===== src/rtl/spi_burst_master_bmm150.sv =====
// SPI master for BMM150-style register-mapped sensors: one {rw, addr} command byte
// followed by 1..MAX_LEN data bytes inside a single cs_n frame, SPI mode 0 or 3.
//
//   state | meaning
//   IDLE  | cs_n high, sclk at CPOL, waiting for start
//   SETUP | cs_n low for DIV cycles before the first sclk edge
//   SHIFT | 8*(1+len) bits, each a low half then a high half of DIV cycles
//   HOLD  | cs_n low for DIV cycles after the last bit, sclk at CPOL
//   GAP   | cs_n high for DIV cycles, done pulses in the first one
module spi_burst_master_bmm150 #(
  parameter int  CLK_HZ  = 50_000_000,
  parameter int  SPI_CLK = 5_000_000,
  parameter int  MAX_LEN = 8,
  parameter bit  CPOL    = 1'b1,
  localparam int LW      = $clog2(MAX_LEN + 1)
) (
  input  logic          clk,
  input  logic          rst_n,
  input  logic          start,
  input  logic          rw,
  input  logic [6:0]    reg_addr,
  input  logic [LW-1:0] len,
  input  logic [7:0]    tx_data,
  output logic          tx_ack,
  output logic [7:0]    rx_data,
  output logic          rx_valid,
  output logic          busy,
  output logic          done,
  output logic          err,
  output logic          sclk,
  output logic          mosi,
  output logic          cs_n,
  input  logic          miso
);

  localparam int            DIV     = CLK_HZ / (2 * SPI_CLK);
  localparam int            DW      = $clog2(DIV);
  localparam logic [DW-1:0] DIV_TOP = DW'(DIV - 1);

  typedef enum logic [2:0] {S_IDLE, S_SETUP, S_SHIFT, S_HOLD, S_GAP} state_t;

  state_t        state, state_nxt;
  logic [DW-1:0] div_cnt;
  logic          half;
  logic [2:0]    bit_cnt;
  logic [LW-1:0] byte_cnt, len_q;
  logic          rw_q;
  logic [7:0]    shreg;
  logic [6:0]    rx_sh;

  logic len_ok, accept, div_tc, bit_end, byte_end, last_byte, load_next, rise;

  assign len_ok    = (len != '0) && (len <= LW'(MAX_LEN));
  assign accept    = (state == S_IDLE) && start && len_ok;
  assign div_tc    = (div_cnt == '0);
  assign bit_end   = (state == S_SHIFT) && half && div_tc;
  assign byte_end  = bit_end && (bit_cnt == 3'd7);
  assign last_byte = (byte_cnt == len_q);
  assign load_next = byte_end && !last_byte;
  // first clk cycle of each high half is the sclk rising edge
  assign rise      = (state == S_SHIFT) && half && (div_cnt == DIV_TOP);

  always_ff @(posedge clk or negedge rst_n) begin
    if (!rst_n) state <= S_IDLE;
    else        state <= state_nxt;
  end

  always_comb begin
    state_nxt = state;
    case (state)
      S_IDLE:  if (accept) state_nxt = S_SETUP;
      S_SETUP: if (div_tc) state_nxt = S_SHIFT;
      S_SHIFT: if (byte_end && last_byte) state_nxt = S_HOLD;
      S_HOLD:  if (div_tc) state_nxt = S_GAP;
      S_GAP:   if (div_tc) state_nxt = S_IDLE;
      default: state_nxt = S_IDLE;
    endcase
  end

  always_comb begin
    cs_n = 1'b1;
    sclk = CPOL;
    mosi = 1'b1;
    busy = 1'b1;
    case (state)
      S_IDLE:  busy = 1'b0;
      S_SETUP: begin
        cs_n = 1'b0;
        mosi = CPOL ? 1'b1 : shreg[7];
      end
      S_SHIFT: begin
        cs_n = 1'b0;
        sclk = half;
        mosi = shreg[7];
      end
      S_HOLD: begin
        cs_n = 1'b0;
        mosi = shreg[7];
      end
      default: ;
    endcase
  end

  always_ff @(posedge clk or negedge rst_n) begin
    if (!rst_n) begin
      div_cnt  <= DIV_TOP;
      half     <= 1'b0;
      bit_cnt  <= '0;
      byte_cnt <= '0;
      len_q    <= '0;
      rw_q     <= 1'b0;
      shreg    <= 8'hFF;
      rx_sh    <= '0;
      rx_data  <= '0;
      rx_valid <= 1'b0;
      tx_ack   <= 1'b0;
      done     <= 1'b0;
      err      <= 1'b0;
    end else begin
      // every non-IDLE state leaves on terminal count, so reload there covers entry too
      if (state == S_IDLE || div_tc) div_cnt <= DIV_TOP;
      else                           div_cnt <= div_cnt - DW'(1);

      if (state != S_SHIFT) half <= 1'b0;
      else if (div_tc)      half <= ~half;

      if (state != S_SHIFT) bit_cnt <= '0;
      else if (bit_end)     bit_cnt <= bit_cnt + 3'd1;

      if (state != S_SHIFT) byte_cnt <= '0;
      else if (load_next)   byte_cnt <= byte_cnt + LW'(1);

      if (accept) begin
        rw_q  <= rw;
        len_q <= len;
      end

      if (accept)                          shreg <= {rw, reg_addr};
      else if (load_next)                  shreg <= rw_q ? 8'hFF : tx_data;
      else if (bit_end && bit_cnt != 3'd7) shreg <= {shreg[6:0], 1'b1};

      if (rise) rx_sh <= {rx_sh[5:0], miso};

      rx_valid <= rise && (bit_cnt == 3'd7) && (byte_cnt != '0) && rw_q;
      if (rise && (bit_cnt == 3'd7) && (byte_cnt != '0) && rw_q)
        rx_data <= {rx_sh, miso};

      tx_ack <= load_next && !rw_q;
      done   <= (state == S_HOLD) && div_tc;
      err    <= (state == S_IDLE) && start && !len_ok;
    end
  end

endmodule


===== config.mk =====
export PLATFORM = sky130hd
export DESIGN_NAME = spi_burst_master_bmm150
export DESIGN_NICKNAME = d
export VERILOG_FILES = /design/src/rtl/spi_burst_master_bmm150.sv
export SDC_FILE = /design/constraint.sdc
export NUM_CORES = 1
export LEC_CHECK = 0
export CAP_MARGIN = 40
export CORE_ASPECT_RATIO = 0.7
export CORE_MARGIN = 8
export CORE_UTILIZATION = 50
export DETAILED_ROUTE_END_ITERATION = 16
export PLACE_DENSITY = 0.87
export SKIP_LAST_GASP = 1
export SYNTH_ARGS = -nofsm -noshare
export SYNTH_HDL_FRONTEND = slang
export SYNTH_SLANG_ARGS = --single-unit

===== constraint.sdc =====
create_clock -name clk -period 2.45 [get_ports clk]
set_input_delay 0.6125 -clock clk [delete_from_list [all_inputs] [get_ports clk]]
set_output_delay 0.6125 -clock clk [all_outputs]
set_load 0.02 [all_outputs]

==> results of run 1 <==
## kinds of logic after synthesis
kind of cell	after synthesis
muxes	20
DFF	46
and+or+nand+nor	56
xor gates and xnor gates	10
buffers and inverters	14
adders and majority gates	6
AOI/OAI and AO/OA	25
## cell usage in the layout, fill, tap and decap left out, drive strengths merged, types with 2 or more instances in the layout
| master | n |
|---|---|
| buf | 13 |
| nand2b | 2 |
| clkinv | 2 |
| nor3 | 9 |
| nor2 | 12 |
| ha | 6 |
| o21ai | 2 |
| clkbuf | 6 |
| clkdlybuf4s50 | 37 |
| nand2 | 8 |
| xnor2 | 4 |
| nor3b | 4 |
| mux2 | 19 |
| or3b | 2 |
| xor2 | 6 |
| dfstp | 9 |
| a21oi | 2 |
| nand3 | 4 |
| o22a | 6 |
| a221o | 7 |
| dfrtp | 37 |
| and2 | 7 |
| inv | 6 |
| nor2b | 4 |
## metrics by stage
step / std cells / TNS [ns] / hold WS (ns) / worst slack, ns
6_report: 283 / 0 / 0.2184 / 0.1363
5_1_grt: 283 / 0 / 0.2437 / 0.02762
3_5_place_dp: 275 / -0.002967 / 0.4231 / -0.002967
4_1_cts: 283 / 0 / 0.2260 / 0.01744
3_3_place_gp: 275 / 0 / 0.4219 / 0.07937
2_1_floorplan: 177 / 0 / 0.3169 / 0.2249
## where the power goes
part           switching (uW)  internal, uW  leakage (uW)
Clock                     258           202     0.0000452
Sequential                131           966      0.000593
Combinational             332           398      0.000571
## layout make-up
type / count / area (um2) / share of cell area [%]
repair buffers: 51 / 478.0 / 17.56
clock buffers: 6 / 72.57 / 2.667
flip-flops and latches: 46 / 1164 / 42.76
clock inverters: 2 / 13.76 / 0.5057
inverters: 6 / 22.52 / 0.8276
multi-input cells: 117 / 902.1 / 33.15
well taps: 55 / 68.82 / 2.529
## metal layers
| layer | routed length [um] | up-vias | global-route usage, % |
|---|---|---|---|
| met5 | 0 | - | 0 |
| met4 | 27 | 0 | 2.627 |
| met3 | 249 | 6 | 4.545 |
| met2 | 2096 | 37 | 22.93 |
| met1 | 2071 | 732 | 18.64 |
| li1 | - | 726 | - |
## worst paths after layout
| check | startpoint | depth (start not counted) | endpoint | slack [ns] |
|---|---|---|---|---|
| max | state[0]$_DFFE_PN0P_ | 3 | busy | 0.14 |
| min | rst_n | 1 | rx_data[7]$_DFFE_PN0P_ | 0.22 |
| max reg2reg | state[0]$_DFFE_PN0P_ | 4 | shreg[7]$_DFFE_PN1P_ | 0.20 |
| min reg2reg | div_cnt[0]$_DFF_PN0_ | 1 | div_cnt[0]$_DFF_PN0_ | 0.43 |
| max in group asynchronous | rst_n | 2 | shreg[4]$_DFFE_PN1P_ | 1.49 |
| min in group clk | div_cnt[0]$_DFF_PN0_ | 1 | div_cnt[0]$_DFF_PN0_ | 0.43 |
## registers in the layout, indices dropped and copies added (netlist names)
register  count
bit_cnt       3
byte_cnt      4
div_cnt       3
done          1
err           1
half          1
len_q         4
rw_q          1
rx_data       8
rx_sh         7
rx_valid      1
shreg         8
state         3
tx_ack        1
==> summary.log, run 1 <==
[clocking] Clock H-tree levels 2
[yosys] leading area contributor after synthesis sky130_fd_sc_hd__dfrtp_1
[detailed_routing] number of DRC markers after the initial detailed-route iteration 83
[yosys] area share of the leading cell type in the synthesized netlist 43.38%
[worst_setup_path] kind of cell adding the most delay to the critical path buffers and inverters
[clocking] Clk pin slew, worst setup/hold paths 0.09 ns
[yosys] adder-cell area share of the yosys netlist 3.517%
[yosys] Post-synth ARST share 100.0%
[timing] count of final hold-check violations 0
[yosys] number of storage elements in the synthesis netlist 46
[grt] vias in the first global route 1,570
[timing] final-report max-slew violation count 0
[yosys] largest family of logic cells by synthesized area simple AND/OR/NAND/NOR gates
[yosys] Synth Cell Area 0.002135 mm2
[worst_setup_path] category of the critical setup timing path flop to output port
[yosys] fraction of the mapped netlist area in compound gates 9.965%
[clocking] cts bufs inserted 5
[yosys] Synth top cells by count sky130_fd_sc_hd__dfrtp_1, sky130_fd_sc_hd__mux2_2, sky130_fd_sc_hd__nor2_1, sky130_fd_sc_hd__dfstp_2, sky130_fd_sc_hd__nor3_1
[timing] minimum period implied by the final worst setup slack 2.314 ns
[timing] unrepaired setup endpoints after global routing false
[worst_setup_path] peak fanout along the critical path 8
[detailed_routing] via-per-instance ratio 5.304
[status] outcome finished clean
[clocking] clock sinks 46
[grt] pin count of the biggest net entering global routing 30
[worst_setup_path] Critical Path Sink Type output port
[worst_setup_path] combined buffer and inverter count along the critical path 2
[timing] Period Utilization, post-route 94.44%
[clocking] deepest clock path buffer count 2
[yosys] EDFF count, synth 0
[worst_setup_path] data arrival time of the worst path 1.70 ns
[final_layout] share of final-layout standard cells stronger than drive strength 1 22.81%
[detailed_routing] final wirelength 4444 um
[floorplanning] row count 20
[pwr] Worst VDD drop 0.4651 mV
[clocking] cells resized by post-CTS repair 0
[clocking] cell at the root of the clock tree sky130_fd_sc_hd__clkbuf_8
[clocking] insertion delay of the later-clocked pin in the worst-skew pair 0.30 ns
[detailed_routing] total via count after detailed routing 1,501
[floorplanning] die height 70.67 um
[detailed_routing] wire per inst 15.70 um
[grt] antenna violations before repair 0
[floorplanning] top-level I/O count 40
[worst_setup_path] library cell contributing the largest single delay on the critical path sky130_fd_sc_hd__clkdlybuf4s50_1
[yosys] post-synthesis instance total 177
[timing] pin slew with the least headroom to its limit 0.4558 ns
[yosys] syn nets 207
[clocking] postcts setup bufs 0
[final_layout] number of nets in the finished design 257
[timing] Max-Slew Margin vs Limit 69.50%
[detailed_routing] post-detailed-route DRC marker count 0
[placed_design] Port Buffer Count 39
[min_path] Hold Crit Class input port to asynchronous set/reset pin
[yosys] mean cell area of the mapped netlist 12.06 um2
[floorplanning] starting density of the core 50.47%
[worst_setup_path] CP max stage delay 0.54 ns
[clocking] TritonCTS clock tree yes
[grt] overall fraction of global-route tracks in use 14.34%
[placed_design] total half-perimeter wirelength after legalization and detailed placement 3420 um
[pwr] leakage power 0.001209 uW
[placed_design] dpl cell area 0.002626 mm2
[detailed_routing] number of antenna-violating nets in the routed design 0
[yosys] post-synthesis share of cell area spent on xor and xnor gates 4.103%
[yosys] most frequent cell after synthesis sky130_fd_sc_hd__dfrtp_1
[yosys] post-synth cell types 38
[pwr] total power of the final layout 2287 uW
[detailed_routing] number of detailed-routing iterations run before antenna repair 4
[timing] clk_skew 0.004282 ns
[grt] global-route wire length before repair 7603 um
[final_layout] core occupancy in the finished layout 64.35%
[yosys] share of the yosys chip area belonging to registers 54.45%
[yosys] Yosys warning count 0
[final_layout] number of antenna repair diodes 0
[worst_setup_path] cell-by-cell trace of the critical path nor3_1 > inv_1 > clkdlybuf4s50_1
[grt] global route overflow 0
[timing] timing-limited maximum frequency 432.2 MHz
[pwr] cell area power density 840.3 mW/mm2
[job] max-capacitance violation count 0
[floorplanning] die extent in x 94.10 um
[yosys] simple-gate area share of the yosys netlist 13.95%
[placed_design] RD Place Congestion 0.8589
[yosys] flip-flop cell with the highest count after synthesis sky130_fd_sc_hd__dfrtp_1
[floorplanning] area of the core 0.004229 mm2
[yosys] portion of netlist area occupied by mux cells 10.49%
[clocking] CTS hold repair buffers 0
[worst_setup_path] kind of launch point of the worst setup path flop
[floorplanning] floorplan die area 0.006649 mm2
[yosys] synth top area cells sky130_fd_sc_hd__dfrtp_1, sky130_fd_sc_hd__dfstp_2, sky130_fd_sc_hd__mux2_2
[final_layout] area growth from synthesis to final layout 27.49%
[worst_setup_path] WP data required 1.84 ns
[final_layout] post-route cell area 0.002721 mm2
[final_layout] # fillers 348
[timing] endpoints failing setup 0
Power figures use the tool's default switching activity.
==> run 2: changes to the inputs <==
CORE_UTILIZATION = 35   (was 50)
CTS_CLUSTER_SIZE = 24   (was unset)
PLACE_DENSITY = 0.67   (was 0.87)
==> run 2 against run 1 <==
  * Register-to-register slack about the same
  * Utilization decreased by 17 points
  * Power increased by 4.7%
  * Largest power group unchanged
  * First-iteration DRC count increased by 18%
  * Final cell count increased by 7.4%
  * Global-route usage decreased by 3.2 points
  * Cell area increased by 2.2%
==> summary.log, run 2 (synthesized netlist as in run 1, its figures left out) <==
[final_layout] registers with the highest flip-flop counts rx_data (8), shreg (8), rx_sh (7)
[worst_setup_path] category of the critical setup timing path flop to output port
[detailed_routing] wire per inst 14.91 um [-5.1%]
[worst_setup_path] Register-to-Register Setup Slack 0.20 ns [about the same]
[timing] final-report max-slew violation count 0 [unchanged]
[worst_setup_path] data arrival time of the worst path 1.71 ns [about the same]
[clocking] cell at the root of the clock tree sky130_fd_sc_hd__clkbuf_8
[worst_setup_path] kind of cell adding the most delay to the critical path buffers and inverters
[grt] global-route wire length before repair 7734 um [+1.7%]
[timing] timing-limited maximum frequency 430.3 MHz [-0.44%]
[detailed_routing] number of detailed-routing iterations run before antenna repair 4 [unchanged]
[detailed_routing] met2 layer wire length in the routed design 1843 um [-12%]
[timing] setup TNS after final layout 0 ns [unchanged]
[status] outcome finished clean
[final_layout] area growth from synthesis to final layout 30.30%
[worst_setup_path] Critical Path Sink Type output port
[detailed_routing] met1 wire length 2275 um [+9.9%]
[clocking] cells resized by post-CTS repair 0 [unchanged]
[clocking] clock sinks 46 [unchanged]
[timing] minimum period implied by the final worst setup slack 2.324 ns [+0.01033 ns]
[grt] antenna violations before repair 0 [unchanged]
[min_path] Hold Crit Class input port to asynchronous set/reset pin
[clocking] TritonCTS clock tree yes
[detailed_routing] final wirelength 4532 um [+2.0%]
[timing] unrepaired setup endpoints after global routing false
[worst_setup_path] cell-by-cell trace of the critical path buf_4 > nor3_2 > inv_1 > clkdlybuf4s50_1
[timing] pin slew with the least headroom to its limit 0.6419 ns [+0.1861 ns]
[floorplanning] top-level I/O count 40 [unchanged]
[clocking] Clock H-tree levels 2 [unchanged]
[final_layout] share of final-layout standard cells stronger than drive strength 1 24.02% [+1.2 points]
[worst_setup_path] library cell contributing the largest single delay on the critical path sky130_fd_sc_hd__clkdlybuf4s50_1
[pwr] Worst VDD drop 0.3384 mV [-27%]
[final_layout] commonest non-fill, non-tap cell in the layout sky130_fd_sc_hd__clkdlybuf4s50_1
[job] max-capacitance violation count 0 [unchanged]
[floorplanning] area of the core 0.005813 mm2 [+37%]
[detailed_routing] post-detailed-route DRC marker count 0 [unchanged]
[clocking] Clk pin slew, worst setup/hold paths 0.09 ns [about the same]
[clocking] insertion delay of the later-clocked pin in the worst-skew pair 0.30 ns [about the same]
[placed_design] cell count after placement 296 [+7.6%]
[floorplanning] row count 23 [+15%]
[worst_setup_path] WP data required 1.84 ns [about the same]
[detailed_routing] total via count after detailed routing 1,513 [+0.80%]
[pwr] cell area power density 860.7 mW/mm2 [+2.4%]
[worst_setup_path] launch instance of the worst register-to-register path state[0]$_DFFE_PN0P_
[timing] Max-Slew Margin vs Limit 57.21% [-12 points]
[detailed_routing] number of antenna-violating nets in the routed design 0 [unchanged]
[clocking] deepest clock path buffer count 2 [unchanged]
[clocking] CTS hold repair buffers 0 [unchanged]
[placed_design] total half-perimeter wirelength after legalization and detailed placement 3339 um [-2.4%]
[detailed_routing] Top Metal Used met4
[worst_setup_path] launching instance or port of the critical path state[1]$_DFFE_PN0P_
[grt] global route overflow 0 [unchanged]
[worst_setup_path] number of gates on the worst path with buffers counted 4 [+1]
[pwr] leakage power 0.001227 uW [+1.5%]
[worst_setup_path] CP max stage delay 0.55 ns [about the same]
[final_layout] most frequent cells in the layout sky130_fd_sc_hd__clkdlybuf4s50_1, sky130_fd_sc_hd__dfrtp_1, sky130_fd_sc_hd__mux2_2
[worst_setup_path] Critical path destination busy
[clocking] postcts setup bufs 0 [unchanged]
[floorplanning] die extent in x 109.3 um [+16%]
[floorplanning] die height 81.34 um [+15%]
[detailed_routing] number of DRC markers after the initial detailed-route iteration 98 [+18%]
[worst_setup_path] combined buffer and inverter count along the critical path 3 [+1]
[placed_design] RD Place Congestion 0.7724 [-10%]
[timing] endpoints failing setup 0 [unchanged]
[clocking] cts bufs inserted 5 [unchanged]
[detailed_routing] amount of wire on met3 after detailed routing 390 um [+57%]
[timing] Period Utilization, post-route 94.86% [+0.42 points]
[grt] vias in the first global route 1,545 [-1.6%]
[final_layout] non-filler instance count after layout 304 [+7.4%]
[timing] clk_skew 0.005707 ns [+0.001426 ns]
[floorplanning] floorplan die area 0.008894 mm2 [+34%]
[worst_setup_path] worst reg2reg path endpoint shreg[2]$_DFFE_PN1P_
[detailed_routing] via-per-instance ratio 4.977 [-6.2%]
[grt] overall fraction of global-route tracks in use 11.13% [-3.2 points]
[timing] count of final hold-check violations 0 [unchanged]
[final_layout] number of antenna repair diodes 0 [unchanged]
[worst_setup_path] path depth of the worst reg2reg path 4 [unchanged]
[grt] pin count of the biggest net entering global routing 29 [-3.3%]
[worst_setup_path] peak fanout along the critical path 5 [-3]
[final_layout] number of nets in the finished design 258 [+0.39%]
[placed_design] Port Buffer Count 39 [unchanged]
[floorplanning] starting density of the core 36.72% [-14 points]
[worst_setup_path] kind of launch point of the worst setup path flop
[run 2: stage by stage]
| step | total power [uW] | utilization [%] | hold slack [ns] | worst slack (ns) | area, um2 |
|---|---|---|---|---|---|
| after CTS | 2421 | 47.61 | 0.3351 | 0.0005822 | 2768 |
| after detailed placement | 1856 | 45.74 | 0.4265 | 0.1252 | 2659 |
| after global placement | 1839 | 45.74 | 0.4266 | 0.1291 | 2659 |
| after global routing | 2563 | 47.85 | 0.3774 | 0.01496 | 2781 |
| after floorplan | 1569 | - | 0.3169 | 0.2249 | 2135 |
| final | 2394 | 47.85 | 0.3292 | 0.1260 | 2781 |
[run 2: final cells by class]
cell class	count	area, um2
clock buffer	5	68.82
clock inverter	3	40.04
fill	543	3032
inverter	6	22.52
multi-input combinational	117	907.1
sequential	46	1164
tap	75	93.84
timing repair buffer	52	485.5
[run 2: worst min-delay path by stage]
stage	from	slack (ns)	cells after the start	endpoint
4_1_cts	rst_n	0.34	1	done$_DFF_PN0_
3_3_place_gp	div_cnt[0]$_DFF_PN0_	0.43	1	div_cnt[0]$_DFF_PN0_
6_report	rst_n	0.33	1	done$_DFF_PN0_
2_1_floorplan	rst_n	0.32	0	bit_cnt[0]$_DFFE_PN0P_
5_1_grt	rst_n	0.38	1	done$_DFF_PN0_
3_5_place_dp	div_cnt[0]$_DFF_PN0_	0.43	1	div_cnt[0]$_DFF_PN0_
[run 2: layer usage]
| layer | vias to the layer above | track usage, % |
|---|---|---|
| met3 | 2 | 4.190 |
| met4 | 0 | 4.430 |
| met2 | 42 | 14.71 |
| met5 | - | 0 |
| met1 | 739 | 15.81 |
| li1 | 730 | - |
[run 2: worst register-to-register path, delay by kind of cell (launching register included)]
kind / cells / cell delay (ns)
compound gates: 2 / 0.57
simple gates: 2 / 1.13
flops: 1 / 0.47
[run 2: where the power goes]
group / switching, uW / internal, uW / total (uW)
registers: 124 / 965 / 1090
logic: 345 / 409 / 754
clock network: 251 / 300 / 551
==> run 3: changes to the inputs <==
SLEW_MARGIN = 10   (was unset)
==> results of run 3 <==
Final layout, timing and power as in run 2 (identical DEF).
